<file path="src/rtl/ex_mc_sched_pkg.sv">
// Shared types, ALU function codes and default latencies for the execute-stage
// multi-cycle scheduler.
package ex_sched_pkg;

  localparam int unsigned DIV_LAT_DEF = 33;
  localparam int unsigned FPU_LAT_DEF = 4;

  localparam logic [4:0] ALU_ADD     = 5'h00;
  localparam logic [4:0] ALU_SUB     = 5'h01;
  localparam logic [4:0] ALU_SLT     = 5'h02;
  localparam logic [4:0] ALU_SLTU    = 5'h03;
  localparam logic [4:0] ALU_AND     = 5'h04;
  localparam logic [4:0] ALU_OR      = 5'h05;
  localparam logic [4:0] ALU_XOR     = 5'h06;
  localparam logic [4:0] ALU_SLL     = 5'h07;
  localparam logic [4:0] ALU_SRL     = 5'h08;
  localparam logic [4:0] ALU_SRA     = 5'h09;
  localparam logic [4:0] ALU_MUL     = 5'h0A;
  localparam logic [4:0] ALU_MULH    = 5'h0B;
  localparam logic [4:0] ALU_MULHSU  = 5'h0C;
  localparam logic [4:0] ALU_MULHU   = 5'h0D;
  localparam logic [4:0] ALU_DIV     = 5'h0E;
  localparam logic [4:0] ALU_DIVU    = 5'h0F;
  localparam logic [4:0] ALU_REM     = 5'h10;
  localparam logic [4:0] ALU_REMU    = 5'h11;
  localparam logic [4:0] ALU_FCVTSW  = 5'h12;
  localparam logic [4:0] ALU_FCVTSWU = 5'h13;
  localparam logic [4:0] ALU_FCVTWS  = 5'h14;
  localparam logic [4:0] ALU_FCVTWUS = 5'h15;
  localparam logic [4:0] ALU_FMULS   = 5'h16;

  typedef enum logic [1:0] {S_IDLE, S_BUSY, S_DONE} sched_state_e;
  typedef enum logic [1:0] {CL_NONE, CL_DIV, CL_FPU} op_class_e;

  function automatic op_class_e op_class(input logic [4:0] func);
    op_class_e cls;
    case (func)
      ALU_DIV, ALU_DIVU, ALU_REM, ALU_REMU:                        cls = CL_DIV;
      ALU_FCVTSW, ALU_FCVTSWU, ALU_FCVTWS, ALU_FCVTWUS, ALU_FMULS: cls = CL_FPU;
      default:                                                     cls = CL_NONE;
    endcase
    return cls;
  endfunction

endpackage

</file>
<file path="src/rtl/ex_mc_sched_if.sv">
// Pipeline/unit-facing signal bundle of the multi-cycle scheduler.
interface ex_mc_sched_if;
  logic        issue_vld;
  logic [4:0]  issue_func;
  logic        flush;
  logic [31:0] unit_res;
  logic        unit_start;
  logic [1:0]  unit_sel;
  logic        stall;
  logic        res_vld;
  logic [31:0] res;

  modport master (
    output issue_vld, issue_func, flush, unit_res,
    input  unit_start, unit_sel, stall, res_vld, res
  );

  modport slave (
    input  issue_vld, issue_func, flush, unit_res,
    output unit_start, unit_sel, stall, res_vld, res
  );
endinterface

</file>
<file path="src/rtl/ex_mc_sched_lat_counter.sv">
// Loadable down-counter that saturates at zero; times the multi-cycle latency.
module ex_lat_counter #(
  parameter int unsigned W = 6
) (
  input  logic         clk,
  input  logic         rst,
  input  logic         load,
  input  logic [W-1:0] load_val,
  input  logic         dec,
  output logic         zero
);

  logic [W-1:0] cnt_q;
  logic [W-1:0] cnt_d;

  always_comb begin
    cnt_d = cnt_q;
    if (load) begin
      cnt_d = load_val;
    end else if (dec && (cnt_q != '0)) begin
      cnt_d = cnt_q - W'(1);
    end
  end

  always_ff @(posedge clk or negedge rst) begin
    if (!rst) begin
      cnt_q <= '0;
    end else begin
      cnt_q <= cnt_d;
    end
  end

  assign zero = (cnt_q == '0);

endmodule

</file>
<file path="src/rtl/ex_mc_sched.sv">
// Issues divide/FPU ops to the shared iterative unit, stalls the pipeline for
// the unit latency and presents the captured result for one cycle.
module ex_mc_sched
  import ex_sched_pkg::*;
#(
  parameter int unsigned DIV_LAT = DIV_LAT_DEF,
  parameter int unsigned FPU_LAT = FPU_LAT_DEF
) (
  input  logic          clk,
  input  logic          rst,
  ex_mc_sched_if.slave  bus
);

  localparam int unsigned MAX_LAT = (DIV_LAT > FPU_LAT) ? DIV_LAT : FPU_LAT;
  localparam int unsigned CW      = $clog2(MAX_LAT);
  localparam logic [CW-1:0] DIV_LOAD = CW'(DIV_LAT - 2);
  localparam logic [CW-1:0] FPU_LOAD = CW'(FPU_LAT - 2);

  sched_state_e state_q, state_d;
  op_class_e    sel_q, sel_d;
  logic [31:0]  res_q, res_d;

  op_class_e    issue_cls;
  op_class_e    sel_o;
  logic         start_o;
  logic         stall_o;
  logic         res_vld_o;
  logic         cnt_load;
  logic [CW-1:0] cnt_load_val;
  logic         cnt_dec;
  logic         cnt_zero;

  ex_lat_counter #(.W(CW)) u_cnt (
    .clk      (clk),
    .rst      (rst),
    .load     (cnt_load),
    .load_val (cnt_load_val),
    .dec      (cnt_dec),
    .zero     (cnt_zero)
  );

  always_comb begin
    issue_cls    = op_class(bus.issue_func);
    state_d      = state_q;
    sel_d        = sel_q;
    res_d        = res_q;
    cnt_load     = 1'b0;
    cnt_load_val = '0;
    cnt_dec      = 1'b0;
    start_o      = 1'b0;
    stall_o      = 1'b0;
    sel_o        = CL_NONE;
    res_vld_o    = 1'b0;

    case (state_q)
      S_IDLE: begin
        if (bus.issue_vld && (issue_cls != CL_NONE) && !bus.flush) begin
          start_o      = 1'b1;
          stall_o      = 1'b1;
          sel_o        = issue_cls;
          sel_d        = issue_cls;
          cnt_load     = 1'b1;
          cnt_load_val = (issue_cls == CL_DIV) ? DIV_LOAD : FPU_LOAD;
          state_d      = S_BUSY;
        end
      end
      S_BUSY: begin
        stall_o = !bus.flush;
        sel_o   = sel_q;
        if (bus.flush) begin
          sel_d   = CL_NONE;
          state_d = S_IDLE;
        end else if (cnt_zero) begin
          res_d   = bus.unit_res;
          state_d = S_DONE;
        end else begin
          cnt_dec = 1'b1;
        end
      end
      S_DONE: begin
        res_vld_o = !bus.flush;
        sel_d     = CL_NONE;
        state_d   = S_IDLE;
      end
      default: begin
        state_d = S_IDLE;
        sel_d   = CL_NONE;
      end
    endcase
  end

  always_ff @(posedge clk or negedge rst) begin
    if (!rst) begin
      state_q <= S_IDLE;
      sel_q   <= CL_NONE;
      res_q   <= '0;
    end else begin
      state_q <= state_d;
      sel_q   <= sel_d;
      res_q   <= res_d;
    end
  end

  // Issue-cycle outputs depend on live inputs, so gate them while reset is held.
  assign bus.unit_start = rst & start_o;
  assign bus.stall      = rst & stall_o;
  assign bus.res_vld    = rst & res_vld_o;
  assign bus.unit_sel   = rst ? sel_o : CL_NONE;
  assign bus.res        = res_q;

endmodule

</file>
<file path="src/flat_wrapper.sv">
// flat-port wrapper written by rule: the top's interface ports become plain ports
module ex_mc_sched_flat import ex_sched_pkg::*;
#(
  parameter int unsigned DIV_LAT = DIV_LAT_DEF,
  parameter int unsigned FPU_LAT = FPU_LAT_DEF
)
  (clk, rst, bus_issue_vld, bus_issue_func, bus_flush, bus_unit_res, bus_unit_start, bus_unit_sel, bus_stall, bus_res_vld, bus_res);
  ex_mc_sched_if bus_i ();
  input  logic clk;
  input  logic rst;
  input wire logic [$bits(bus_i.issue_vld)-1:0] bus_issue_vld;
  input wire logic [$bits(bus_i.issue_func)-1:0] bus_issue_func;
  input wire logic [$bits(bus_i.flush)-1:0] bus_flush;
  input wire logic [$bits(bus_i.unit_res)-1:0] bus_unit_res;
  output wire logic [$bits(bus_i.unit_start)-1:0] bus_unit_start;
  output wire logic [$bits(bus_i.unit_sel)-1:0] bus_unit_sel;
  output wire logic [$bits(bus_i.stall)-1:0] bus_stall;
  output wire logic [$bits(bus_i.res_vld)-1:0] bus_res_vld;
  output wire logic [$bits(bus_i.res)-1:0] bus_res;
  assign bus_i.issue_vld = bus_issue_vld;
  assign bus_i.issue_func = bus_issue_func;
  assign bus_i.flush = bus_flush;
  assign bus_i.unit_res = bus_unit_res;
  assign bus_unit_start = bus_i.unit_start;
  assign bus_unit_sel = bus_i.unit_sel;
  assign bus_stall = bus_i.stall;
  assign bus_res_vld = bus_i.res_vld;
  assign bus_res = bus_i.res;
  ex_mc_sched #(.DIV_LAT(DIV_LAT), .FPU_LAT(FPU_LAT)) u_core (.clk(clk), .rst(rst), .bus(bus_i));
endmodule
</file>
<file path="config.mk">
export PLATFORM = sky130hd
export DESIGN_NAME = ex_mc_sched_flat
export DESIGN_NICKNAME = d
export VERILOG_FILES = /design/src/rtl/ex_mc_sched_pkg.sv /design/src/rtl/ex_mc_sched_if.sv /design/src/rtl/ex_mc_sched_lat_counter.sv /design/src/rtl/ex_mc_sched.sv /design/src/flat_wrapper.sv
export SDC_FILE = /design/constraint.sdc
export NUM_CORES = 1
export LEC_CHECK = 0
export CORE_MARGIN = 2
export CORE_UTILIZATION = 39
export DETAILED_ROUTE_END_ITERATION = 10
export PLACE_DENSITY = 0.8
export SLEW_MARGIN = 20
export SYNTH_ARGS = -nofsm -noshare
export SYNTH_HDL_FRONTEND = slang
export SYNTH_HIERARCHICAL = 1
export SYNTH_SLANG_ARGS = --single-unit
export TNS_END_PERCENT = 5
</file>
<file path="constraint.sdc">
create_clock -name clk -period 2 [get_ports clk]
set_input_delay 0.3 -clock clk [delete_from_list [all_inputs] [get_ports clk]]
set_output_delay 0.3 -clock clk [all_outputs]
set_load 0.01 [all_outputs]
</file>
; ---- Word level (Yosys, flattened, before mapping)
; Memory sizes are Yosys's and may differ from the RTL's.
; Index checks and enable logic that the tools add are counted.
[op_classes]
mux = 22
n_reduce_logical = 12
bitwise_logic = 4
n_eq_ne = 6
n_addsub = 1
[ops]
columns = cell, n
row1 = 6-bit 2-to-1 mux, 4
row2 = 2-bit 2-to-1 mux, 7
row3 = 2-bit one-hot mux with 2 select lines, 3
row4 = 6-bit logical NOT, 1
row5 = 1-bit 2-to-1 mux, 6
row6 = 6-bit nonzero test, 1
row7 = 6-bit by 1-bit subtractor with 6-bit output (second input constant), 1
row8 = 5-bit 2-to-1 mux, 1
row9 = 2-bit by 1-bit equality test with 1-bit output (second input constant), 2
row10 = 2-bit AND reduction, 2
row11 = 2-bit nonzero test, 2
row12 = 1-bit AND, 3
row13 = 1-bit logical AND, 3
row14 = 3-bit by 2-bit != test with 1-bit output (second input constant), 1
row15 = 3-bit AND reduction, 1
row16 = 2-bit equality test (second input constant), 1
row17 = 2-bit logical NOT, 1
row18 = 2-bit by 1-bit != test with 1-bit output (second input constant), 1
row19 = 2-bit != test (second input constant), 1
row20 = 1-bit one-hot mux with 2 select lines, 1
row21 = 1-bit logical NOT, 1
row22 = 1-bit NOT, 1
[totals]
rom_bits = 64
n_memories = 1
regBits = 42
word_cells = 50
[memory_table]
columns = name, depth, width, read_ports, rd_clocked_by_memory_dff, wr, line_no
row1 = (name not given), 32, 2, 1, 0, 0, ex_mc_sched_pkg.sv:37  ; case (func)

; ---- Logic depth before layout (Yosys ltp)
[logic_depth]
word_depth = 7
mapped_depth = 8
ltp_nobuf = 8

; ---- Cells and area by module
; The synthesis kept the hierarchy.
[by_module_without_submodules]
columns = module, seq_area_each_um2, area_per_inst_um2, n_inst, cells_each
row1 = ex_mc_sched, 900.9, 1651.6, 1, 111
row2 = ex_lat_counter, 150.1, 395.4, 1, 44

; ---- Worst setup path before layout
; OpenSTA, ideal clock, no wires.
[synth_timing]
path_kind = reg2reg
start = reg u_core.u_cnt.cnt_q[0]
end = reg u_core.u_cnt.cnt_q[3]
slack_ps = -125
stages_incl_launch_ff = 9
t_arrival_ps = 2039
n_path_buf = 0
setup_ps = 87
cell_sequence = dfrtp_1 inv_1 ha_1 nand2b_1 nor2_1 nor2_1 or3b_1 or4_1 o211ai_1
[synth_via]
elab_chain_cells = 6
[synth_lines]
columns = item, line_no
row1 = start: declaration, ex_mc_sched_lat_counter.sv:13  ; logic [W-1:0] cnt_q;
row2 = start signal: assignment, ex_mc_sched_lat_counter.sv:29  ; cnt_q <= cnt_d;
row3 = 6-bit logical NOT, ex_mc_sched_lat_counter.sv:33  ; assign zero = (cnt_q == '0);
row4 = named net u_core.cnt_zero, ex_mc_sched.sv:31  ; logic cnt_zero;
row5 = 1-bit 2-to-1 mux, ex_mc_sched.sv:73  ; end else if (cnt_zero) begin
row6 = 1-bit 2-to-1 mux, ex_mc_sched.sv:70  ; if (bus.flush) begin
row7 = 1-bit 2-to-1 mux, ex_mc_sched.sv:55  ; case (state_q)
row8 = named net u_core.cnt_dec, ex_mc_sched.sv:30  ; logic cnt_dec;
row9 = 1-bit logical AND, ex_mc_sched_lat_counter.sv:20  ; end else if (dec && (cnt_q != '0)) begin
row10 = 2-bit nonzero test (no source line), n/a
; The timed path passes the listed nets, and every way through them passes these cells. The select of a mux whose other input is x is not followed.
; A chain may end at the register's enable or synchronous reset.

; ---- Worst setup path in the final report
[layout_timing]
start = in bus_issue_func[2]
end = out bus_unit_sel[0]
[layout_via]
elab_chain_cells = 7
[layout_lines]
columns = item, line_no
row1 = start: declaration, flat_wrapper.sv:12  ; input wire logic [$bits(bus_i.issue_func)-1:0] bus_issue_func;
row2 = memory 32 x 2 bit (*), n/a
row3 = 2-bit nonzero test, ex_mc_sched.sv:57  ; if (bus.issue_vld && (issue_cls != CL_NONE) && !bus.flush) begin
row4 = 1-bit logical AND (2 in series), ex_mc_sched.sv:57
row5 = 2-bit 2-to-1 mux (*), ex_mc_sched.sv:57
row6 = 2-bit one-hot mux with 2 select lines (*), ex_mc_sched.sv:55
row7 = 2-bit 2-to-1 mux (*), ex_mc_sched.sv:108  ; assign bus.unit_sel = rst ? sel_o : CL_NONE;
row8 = end: declaration, flat_wrapper.sv:16  ; output wire logic [$bits(bus_i.unit_sel)-1:0] bus_unit_sel;
; Every way passes the cells marked *; elsewhere a longest branch is shown, timed or not.

==> results.json <==
{
  "dp_hpwl_microns": 3520,
  "path_class": "in -> out",
  "drt-vias-per-instance": 4.79,
  "fin_crit_ps": 1960,
  "ir_worst_vdd_v": 0.000399,
  "p_leak_nw": 1.46,
  "ios": 78,
  "hold_viol_final": 0,
  "place_inst": 318,
  "cp-start-kind": "input pin",
  "clk_pin_slew_worst_paths_ps": 90,
  "clk_path_buf_depth": 2,
  "die_x_microns": 76.4,
  "synth_edf_count": 0,
  "rsz0062_at_grt": "true",
  "clk_latency_ps": 290,
  "design.core.area_sq_um": 5070,
  "synth_nets": 198,
  "final-setup-viol-count": 0,
  "start_util": 0.403,
  "std_cell_rows": 26,
  "cts_root_buf": "clkbuf_8",
  "ant_nets": 0,
  "ys.flop_type": "dfrtp_1",
  "crit_family": "buffers and inverters",
  "ctsHoldBuffers": 0,
  "synth.most_common_cell": "dfrtp_1",
  "fin_nets": 302,
  "cpPeakStageDelay_ps": 430,
  "maxSlewViolCount": 0,
  "ys_seq_elements": 42,
  "synthTopCellsByCount": "42 x dfrtp_1, 29 x mux2_4, 10 x nand2_1, 9 x nor2_1, 7 x a21oi_1",
  "port_buffers": 77,
  "cp_slowest_cell": "clkdlybuf4s50_1",
  "fillCellCount": 404,
  "grt_antenna_before_repair": 0,
  "async_flop_share": 1.00,
  "fin_cells": 330,
  "end_kind": "primary output",
  "multi_input_area_sq_um": 937,
  "synth_area_leader_cell": "dfrtp_1",
  "routabilityCongestion": 0.885,
  "track_usage": 0.171,
  "cp.required_ps": 1700,
  "yosys-top-cells-area": "dfrtp_1 51%, mux2_4 21%, buf_12 2.9%, nand2_1 1.8%, a21oi_1 1.7%",
  "final_layout_size_suffix_gt1_frac": 0.327,
  "syn_area_sq_um": 2050,
  "yosysSeqAreaShare": 0.513,
  "hold_path.class": "in -> async",
  "antenna_cells": 0,
  "dieArea_sq_um": 5840,
  "status": "completed",
  "power.density_nw_per_um2": 1110,
  "wire_per_inst_microns": 14.4,
  "worst_slew_pin_slew_ps": 529,
  "drv_cap": 0,
  "cts.sinks": 42,
  "cts_inserted_buffers": 5,
  "grt_pass1_vias": 1636,
  "grt_pass1_wl_microns": 8000,
  "register_area_sq_um": 1050,
  "synthCells": 155,
  "via_count": 1581,
  "fin_util": 0.635,
  "yosys_warnings": 6,
  "critPathBufInv": 3,
  "arrival_ps": 1660,
  "finalWirelength_microns": 4740,
  "cts_tree": "yes",
  "synth_cell_type_count": 38,
  "first_pass_iters": 4,
  "critPathMaxFanout": 3,
  "fmax_mhz": 510,
  "postSynthAreaPerCell_sq_um": 13.2,
  "drc": 0,
  "drtIter0Drc": 51,
  "period_share": 0.981,
  "path_cells": "clkdlybuf4s50_1 -> buf_4 -> nor3_1 -> o21ai_1 -> a21oi_1 -> dlygate4sd2_1",
  "die_h_microns": 76.4,
  "slew_headroom": 0.647,
  "grt_max_degree": 43,
  "areaGrowthSynthToFinish_pct": 57.5,
  "synth_top_area_share": 0.513,
  "finClkSkew_ps": 7.39,
  "cts_htree_levels": 2,
  "grt_overflow": 0
}
## cells in the final DEF, fill, tap and decap left out, types with 2 or more instances in the layout
| master | count |
|---|---|
| mux2_2 | 3 |
| nand4_1 | 3 |
| o211ai_1 | 2 |
| nor2_4 | 2 |
| inv_1 | 3 |
| a21oi_1 | 6 |
| nand2_1 | 10 |
| dlygate4sd2_1 | 3 |
| mux2_4 | 29 |
| a31oi_1 | 2 |
| nor3_1 | 3 |
| buf_12 | 2 |
| dfrtp_1 | 42 |
| dlymetal6s2s_1 | 2 |
| clkbuf_8 | 5 |
| o2111ai_1 | 2 |
| clkbuf_2 | 2 |
| nor2_1 | 7 |
| clkdlybuf4s50_1 | 68 |
| or4_1 | 3 |
| bufinv_16 | 2 |
| inv_2 | 2 |
| o22ai_1 | 2 |
| nand3_1 | 2 |
| o31ai_1 | 2 |
| nand2b_1 | 2 |
| buf_4 | 26 |
## cell type report
cell class	instances	share of cell area
timing repair buffer	105	0.308
clock inverter	3	0.0213
tap	70	0.0272
clock buffer	5	0.0213
sequential	42	0.326
multi-input combinational	100	0.291
inverter	5	0.00582
## metrics by stage
| step | instance area, sq um | setup TNS (ps) | total power, W | setup slack (ps) | hold WS (ps) |
|---|---|---|---|---|---|
| floorplan | 2060 | 0 | 0.00196 | 11.8 | 4.41 |
| global placement | 3030 | -1430 | 0.00268 | -234 | 471 |
| detailed placement | 3030 | -1710 | 0.00272 | -267 | 473 |
| CTS | 3170 | 0 | 0.00353 | 36.7 | 152 |
| global route | 3220 | -17.5 | 0.00379 | -9.90 | 190 |
| finish | 3220 | 0 | 0.00357 | 38.2 | 139 |
## worst paths after layout
path	startpoint	to	cells past startpoint	slack [ps]
max	bus_issue_func[2]	bus_unit_sel[0]	6	40
min	rst	u_core/bus.res[26]$_DFFE_PN0P_	2	140
max reg2reg	u_core/u_cnt/cnt_q[4]$_DFFE_PN0P_	u_core/bus.res[24]$_DFFE_PN0P_	5	100
min reg2reg	u_core/bus.res[28]$_DFFE_PN0P_	u_core/bus.res[28]$_DFFE_PN0P_	1	510
max in group asynchronous	rst	u_core/bus.res[24]$_DFFE_PN0P_	2	1500
min in group clk	bus_flush	u_core/sel_q[1]$_DFFE_PN0P_	4	480
## logic make-up after synthesis
group,Yosys count,synth area share
AO/OA/AOI/OAI,22,0.0709
flip-flops,42,0.513
multiplexers,32,0.229
adder cells (fa/ha/maj),2,0.0122
other,1,0.00183
AND/OR/NAND/NOR,43,0.118
buffers and inverters,13,0.0544
## routing by layer
metal	track usage	up-vias	part of all wire	routed length (microns)
met4	0.0436	0	0.012	55
li1	-	760	-	-
met5	0	-	0	0
met3	0.0403	8	0.048	226
met2	0.276	57	0.47	2240
met1	0.234	756	0.47	2220
## repair_timing
action,CTS,global route
buffers inserted,2,2
gates resized for setup,7,15
pin swaps,2,2
gates cloned,0,0
setup endpoints to repair,6,21
## worst reg2reg max path, stage by stage (launching register included)
cell	delay [ps]
dfrtp_1	390
or3_1	430
nor2_4	190
and3_4	260
buf_4	210
mux2_4	310
## state kept, by name, indices dropped and copies added (netlist names)
name                flops
u_core/bus.res         32
u_core/sel_q            2
u_core/state_q          2
u_core/u_cnt/cnt_q      6
## power breakdown
part	internal [W]	total (W)	switching (W)
clock network	0.000500	0.000796	0.000296
registers	0.00114	0.00131	0.000172
logic	0.000947	0.00147	0.000520
(Power assumes the default switching activity.)
